### src/rtl/pipe_hazard_ctrl.sv
`default_nettype none
// ============================================================================
// Module   : pipe_hazard_ctrl
// Brief    : Pipeline sequencer for the 5-stage ARM core. Freezes the pipe
//            during pending SRAM accesses, flushes on taken branches, stalls
//            on data hazards, owns the NZCV register and keeps saturating
//            stall/flush performance counters.
// Revision : 1.0 - initial release
// ============================================================================
module pipe_hazard_ctrl #(
   parameter int FWD_EN      = 1,
   parameter int MEM_TIMEOUT = 64,
   parameter int CNT_W       = 16
) (
   input  logic             clk,
   input  logic             rst,           // asynchronous, active-low
   input  logic             id_valid,
   input  logic [3:0]       id_src1,
   input  logic [3:0]       id_src2,
   input  logic             id_two_src,
   input  logic             exe_valid,
   input  logic [3:0]       exe_dest,
   input  logic             exe_wb_en,
   input  logic             exe_mem_r_en,
   input  logic             exe_s,
   input  logic [3:0]       exe_status,
   input  logic             branch_taken,
   input  logic [3:0]       mem_dest,
   input  logic             mem_wb_en,
   input  logic             mem_req,
   input  logic             sram_ready,
   output logic             freeze_all,
   output logic             stall_if,
   output logic             bubble_id,
   output logic             flush_if,
   output logic [3:0]       sr_q,
   output logic             mem_err,
   output logic [CNT_W-1:0] stall_cnt,
   output logic [CNT_W-1:0] flush_cnt
);

   localparam int                C_WAIT_W  = $clog2(MEM_TIMEOUT + 1);
   localparam logic [C_WAIT_W-1:0] C_TIMEOUT = C_WAIT_W'(MEM_TIMEOUT);
   localparam logic              C_FWD     = (FWD_EN != 0);

   typedef enum logic [0:0] {
      RUN      = 1'b0,
      MEM_WAIT = 1'b1
   } state_t;

   state_t                r_state;
   state_t                w_state_next;
   logic [C_WAIT_W-1:0]   r_wait_cnt;
   logic [C_WAIT_W-1:0]   w_wait_inc;
   logic                  w_match_exe;
   logic                  w_match_mem;
   logic                  w_raw;
   logic                  w_haz;

   // Source-operand matches against the EXE and MEM destinations
   assign w_match_exe = exe_valid & exe_wb_en &
                        ((exe_dest == id_src1) | (id_two_src & (exe_dest == id_src2)));
   assign w_match_mem = mem_wb_en &
                        ((mem_dest == id_src1) | (id_two_src & (mem_dest == id_src2)));

   // With forwarding only a load in EXE cannot be bypassed in time
   assign w_raw = C_FWD ? (w_match_exe & exe_mem_r_en) : (w_match_exe | w_match_mem);
   assign w_haz = id_valid & ~branch_taken & w_raw;

   // Wait counter saturates at the timeout so it can never wrap back to zero
   assign w_wait_inc = (r_wait_cnt == C_TIMEOUT) ? r_wait_cnt : r_wait_cnt + 1'b1;

   // Pipeline control outputs: freeze beats flush beats stall; all low in reset
   always_comb begin
      freeze_all = 1'b0;
      stall_if   = 1'b0;
      bubble_id  = 1'b0;
      flush_if   = 1'b0;
      if (rst) begin
         if (mem_req & ~sram_ready) begin
            freeze_all = 1'b1;
         end else if (branch_taken & exe_valid) begin
            flush_if  = 1'b1;
            bubble_id = 1'b1;
         end else if (w_haz) begin
            stall_if  = 1'b1;
            bubble_id = 1'b1;
         end
      end
   end

   // Next-state logic for the SRAM wait sequencer
   always_comb begin
      w_state_next = r_state;
      case (r_state)
         RUN:      if (mem_req & ~sram_ready) w_state_next = MEM_WAIT;
         MEM_WAIT: if (sram_ready | ~mem_req) w_state_next = RUN;
         default:  w_state_next = RUN;
      endcase
   end

   // State register, wait counter and sticky timeout flag
   always_ff @(posedge clk or negedge rst) begin
      if (!rst) begin
         r_state    <= RUN;
         r_wait_cnt <= '0;
         mem_err    <= 1'b0;
      end else begin
         r_state <= w_state_next;
         if (r_state == RUN) begin
            if (w_state_next == MEM_WAIT) r_wait_cnt <= '0;
         end else begin
            r_wait_cnt <= w_wait_inc;
            // Flag only while the access is still outstanding
            if (mem_req & ~sram_ready & (w_wait_inc == C_TIMEOUT)) mem_err <= 1'b1;
         end
      end
   end

   // NZCV updates when the EXE instruction retires, even if it flushes younger ones
   always_ff @(posedge clk or negedge rst) begin
      if (!rst) begin
         sr_q <= 4'b0000;
      end else if (exe_valid & exe_s & ~freeze_all) begin
         sr_q <= exe_status;
      end
   end

   // Saturating performance counters
   always_ff @(posedge clk or negedge rst) begin
      if (!rst) begin
         stall_cnt <= '0;
         flush_cnt <= '0;
      end else begin
         if (stall_if && (stall_cnt != {CNT_W{1'b1}})) stall_cnt <= stall_cnt + 1'b1;
         if (flush_if && (flush_cnt != {CNT_W{1'b1}})) flush_cnt <= flush_cnt + 1'b1;
      end
   end

endmodule
`default_nettype wire

### config.mk
export PLATFORM = sky130hd
export DESIGN_NAME = pipe_hazard_ctrl
export DESIGN_NICKNAME = d
export VERILOG_FILES = /design/src/rtl/pipe_hazard_ctrl.sv
export SDC_FILE = /design/constraint.sdc
export NUM_CORES = 1
export LEC_CHECK = 0
export ABC_AREA = 0
export BUFFER_PORTS_ARGS = -buffer_cell sky130_fd_sc_hd__buf_4
export CORE_ASPECT_RATIO = 2
export CORE_MARGIN = 3
export CORE_UTILIZATION = 55
export DETAILED_ROUTE_END_ITERATION = 16
export MAX_ROUTING_LAYER = met4
export PLACE_DENSITY_LB_ADDON = 0.15
export RECOVER_POWER = 50
export SYNTH_ARGS = -nofsm -noshare
export SYNTH_HDL_FRONTEND = slang
export SYNTH_SLANG_ARGS = --single-unit
### constraint.sdc
create_clock -name clk -period 2.79 [get_ports clk]
set_input_delay 0.279 -clock clk [delete_from_list [all_inputs] [get_ports clk]]
set_output_delay 0.279 -clock clk [all_outputs]
set_load 0.02 [all_outputs]
# [After elaboration in Yosys (flattened, before gate mapping)]
# Cells that the tools add are included.
[totals] ff_bits=45 input_bits=32 out_inout_bits=41 wordCells=54
[classes] addsub=3 eq_ne=6 n_mux=17 n_bitwise=18 n_reduce_logical=4
[op_table] operator="$add A16 B1 Y16 const B" n=2
[op_table] operator="$ne A16 B16 Y1 const B" n=2
[op_table] operator="$mux W7" n=3
[op_table] operator="$eq A7 B7 Y1 const B" n=2
[op_table] operator="$mux W1" n=13
[op_table] operator="$and A1 B1 Y1" n=11
[op_table] operator="$eq A4 B4 Y1" n=2
[op_table] operator="$add A7 B1 Y7 const B" n=1
[op_table] operator="$not A1 Y1" n=5
[op_table] operator="$logic_and A1 B1 Y1" n=2
[op_table] operator="$or A1 B1 Y1" n=2
[op_table] operator="$pmux W1 S2" n=1
[op_table] operator="$reduce_and A2 Y1" n=1
[op_table] operator="$reduce_bool A2 Y1" n=1

# [Logic depth before layout (Yosys ltp)]
[logic_depth] ltp_word=11 ltp_mapped=8 mapped_depth_nobuf=8

# [Least setup slack after synthesis]
# Ideal clock, no wire load.
[synth_timing] path_kind="register to register" start="reg stall_cnt[7]" end="reg stall_cnt[1]" setup_time_ps=125 arrival_ps=1741 t_required_ps=2665 path_slack_ps=924 stages_incl_launch_ff=6 n_path_buf=0 synth_period_minus_slack_ps=1866 cell_sequence="dfrtp_1 nand3_2 nor4_4 nand2b_1 nand3_4 mux2_2"
[synth_via] elab_chain_len=2
[synth_lines] element="from (decl)" line_no="38" text="output logic [CNT_W-1:0] stall_cnt,"
[synth_lines] element="from (signal assigned)" line_no="135" text="if (stall_if && (stall_cnt != {CNT_W{1'b1}})) stall_cnt <= stall_cnt + 1'b1;"
[synth_lines] element="$ne A16 B16 Y1" line_no="135"
[synth_lines] element="$logic_and A1 B1 Y1" line_no="135"
# No other way between the ends.
# A chain may end at the register's enable or synchronous reset.

# [Worst setup path in the final report]
[layout_timing] start="in rst" end="out stall_if"
[layout_via] elab_chain_len=1
[layout_lines] element="from (decl)" line_no="16" text="input logic rst,"
[layout_lines] element="$mux W1" line_no="79" text="if (rst) begin"
[layout_lines] element="to (decl)" line_no="33" text="output logic stall_if,"
# No other way between the ends.

==> impl_results.md <==
- CTS Root Cell: clkbuf_8
- Fmax achieved: around 460 MHz
- Routability cong.: between 0.8 and 0.9
- Via count: about 1900
- H-tree Lvls: 2
- Global route overflow: 0
- Nets: between 300 and 400
- Worst skew pair latency: 0.30 ns
- Largest net degree at the start of global routing: 44
- Worst Max-Slew Pin Slew: ~1.1 ns
- Post-DP HPWL: between 4000 and 5000 µm
- Initial DRC Count: 20
- Mapped Cells: 227
- Tot GR Track Use: 0.225
- Synth unique cells: 38
- Pwr Total: 1.51 mW
- Initial antenna violation count: 0
- CP Capture Type: primary output
- Syn nets: ~260
- Combinational share of power: 0.202
- RSZ-0062 raised after global routing: false
- Worst Clk Skew: ~0.0024 ns
- CP Data Arrival Time: 1.89 ns
- Ant. Diodes: 0
- YS warnings: 0
- Final wirelength: 5340 µm
- CP max FO: 6
- CTS Buf Count: 5
- Minimum clock period: 2.17 ns
- Worst reg2reg path endpoint: stall_cnt[1]
- P_sw: approximately 500 µW
- CTS hold repair buffers: 1
- Int Power: roughly 1.0 mW
- Die X: ~53 µm
- Initial Util: 0.576
- R2R depth: 5
- Slew HR: 0.294
- Worst setup path category: in2out
- First drt pass iteration count: 4
- Required time of the critical path: 2.51 ns
- Avg WL per Cell: between 15 and 20 µm
- P_leak: ~1.5 nW
- FF+latch count, synth: 45
- CTS tree: done
- Max Slew Vio Count: 0
- Post-CTS Setup Inserts: 0
- Post-route ant nets: 0
- Peak supply drop: between 0.0005 and 0.0006 V
- Area of the multi-input gates: roughly 0.0012 mm²
- Critical path startpoint: rst
- Share of layout cells above drive strength 1: 0.272
- Storage element area: between 0.001 and 0.0015 mm²
- First-pass GRT wire length: 8500 µm
- DRC: 0
- Non-filler cells, final: roughly 350
- Max_cap viols: 0
- Worst Hold Class: in2reg
- Clock group share of total power: 0.287
- CTS Buffer Depth: 2
- Post-Syn Area: ~0.0024 mm²
- Clock Pin Slew Worst Setup and Hold Paths: approximately 0.090 ns
- Switching Share: 0.328
- Power per cell area: ~500 mW/mm²
- Worst setup endpoint: stall_if
- Sequential group share of total power: 0.512
- Core footprint: 0.00417 mm²
- Setup TNS: 0 ns
- Fill cells: 364
- R2R Path Start: stall_cnt[7]
- Die area: between 0.005 and 0.006 mm²
- Setup crit start kind: input port
- Row cnt: 33
- Avg Inst Size Synth: 10.6 µm²
- Final Hold Violating Endpoints: 0
- Via-to-Cell Ratio: 5.44
- P&R area growth vs syn: 24.9%
- Flop-to-flop setup slack: about 0.89 ns
- Resized cells post-CTS: 0
- Seq/Total Area, Yosys: 0.469
- Final setup viols: 0
- Placed cells: between 300 and 400
- Status: finished clean
- Number of global-route vias before repair: 1913
- Tcrit/Tclk final: 0.778
- Hold path startpoint: exe_status[2]
- Number of top-level pins: 73
- Port Buffers: 67
- Height of the die: roughly 99 µm
- Number of clock sinks: between 40 and 50
-- synthesized netlist by cell type, drive strengths merged --
| cell | count | area share |
|---|---|---|
| and3 | 8 | 0.021 |
| or2b | 1 | 0.0031 |
| xor2 | 15 | 0.055 |
| a21oi | 7 | 0.015 |
| a211oi | 2 | 0.0062 |
| clkbuf | 2 | 0.0031 |
| inv | 8 | 0.013 |
| nand2 | 18 | 0.029 |
| nor4 | 4 | 0.028 |
| mux2i | 1 | 0.0042 |
| and2 | 2 | 0.0052 |
| a211o | 1 | 0.0036 |
| dfrtp | 45 | 0.47 |
| a21o | 1 | 0.0031 |
| mux2 | 7 | 0.034 |
| nor3 | 9 | 0.027 |
| xnor2 | 21 | 0.077 |
| nand4 | 9 | 0.031 |
| or3 | 3 | 0.0078 |
| a41o | 1 | 0.0042 |
| nor2 | 14 | 0.022 |
| o41ai | 1 | 0.011 |
| o31ai | 1 | 0.0031 |
| nor4b | 1 | 0.0062 |
| nand2b | 5 | 0.013 |
| o21ai | 9 | 0.019 |
| ha | 4 | 0.021 |
| a31oi | 1 | 0.0026 |
| nand3 | 26 | 0.064 |
-- layout by cell type, fill, tap and decap left out, drive strengths merged, types with 10 or more instances in the layout --
cell	instances
buf	47
nor2	14
xnor2	21
nand3	26
inv	10
nand2	18
xor2	15
dfrtp	45
clkbuf	26
-- metal layers --
metal,vias up,track usage,wire length (µm)
li1,940,-,-
met1,937,0.226,1970
met2,43,0.411,3110
met3,6,0.0420,179
met4,0,0.0827,78
met5,-,-,0
-- cell type report --
type                            count  share of cell area
Tap cell                           52              0.0217
Clock inverter                      3             0.00834
Clock buffer                        5              0.0229
Multi-Input combinational cell    172               0.413
Sequential cell                    45               0.375
Inverter                            8              0.0100
Timing Repair Buffer               69               0.149
-- metrics by stage --
stage          cell area (µm²)  setup slack, ns  hold WS (ns)   util
3_3_place_gp              2970            0.911        0.0867  0.712
6_report                  3000            0.620         0.204  0.719
4_1_cts                   3070            0.787         0.191  0.737
5_1_grt                   3000            0.475         0.198  0.719
3_5_place_dp              2970            0.881        0.0871  0.712
2_1_floorplan             2400            0.924       -0.0166      -
-- logic make-up (layout without fill, tap and decap cells) --
logic type      count (synthesis)  in the layout  synth area share
compound gates                 24             24            0.0677
mux                             8              8            0.0385
buf+inv                        10             85            0.0156
fa+ha+maj                       4              4            0.0208
xor+xnor                       36             36             0.131
flops                          45             45             0.469
simple gates                  100            100             0.257
-- flip-flops by register name, indices dropped and copies added (netlist names) --
signal      flops
flush_cnt      16
r_wait_cnt      7
sr_q            4
r_state         1
stall_cnt      16
mem_err         1
-- critical path: stages --
cell	delay [ns]
dlygate4sd3_1	0.52
clkbuf_1	0.27
nand3_1	0.11
nor2_1	0.28
nand2_2	0.14
inv_2	0.13
buf_4	0.16
-- power by group through the flow --
stage	sequential, mW	clock (mW)	combinational, mW
2_1_floorplan	0.820	0	0.140
4_1_cts	0.774	0.447	0.339
5_1_grt	0.783	0.473	0.340
6_report	0.774	0.433	0.306
3_5_place_dp	0.786	0	0.336
3_3_place_gp	0.784	0	0.321
-- how the worst min path moves through the flow --
stage              endpoint  depth (start not counted)  slack (ns)
2_1_floorplan  flush_cnt[0]                          0       -0.02
3_3_place_gp        sr_q[0]                          1        0.09
3_5_place_dp        sr_q[0]                          1        0.09
4_1_cts             sr_q[2]                          2        0.19
5_1_grt             sr_q[2]                          2        0.20
6_report            sr_q[2]                          2        0.20
No activity file was read; power rests on OpenSTA's default activity.
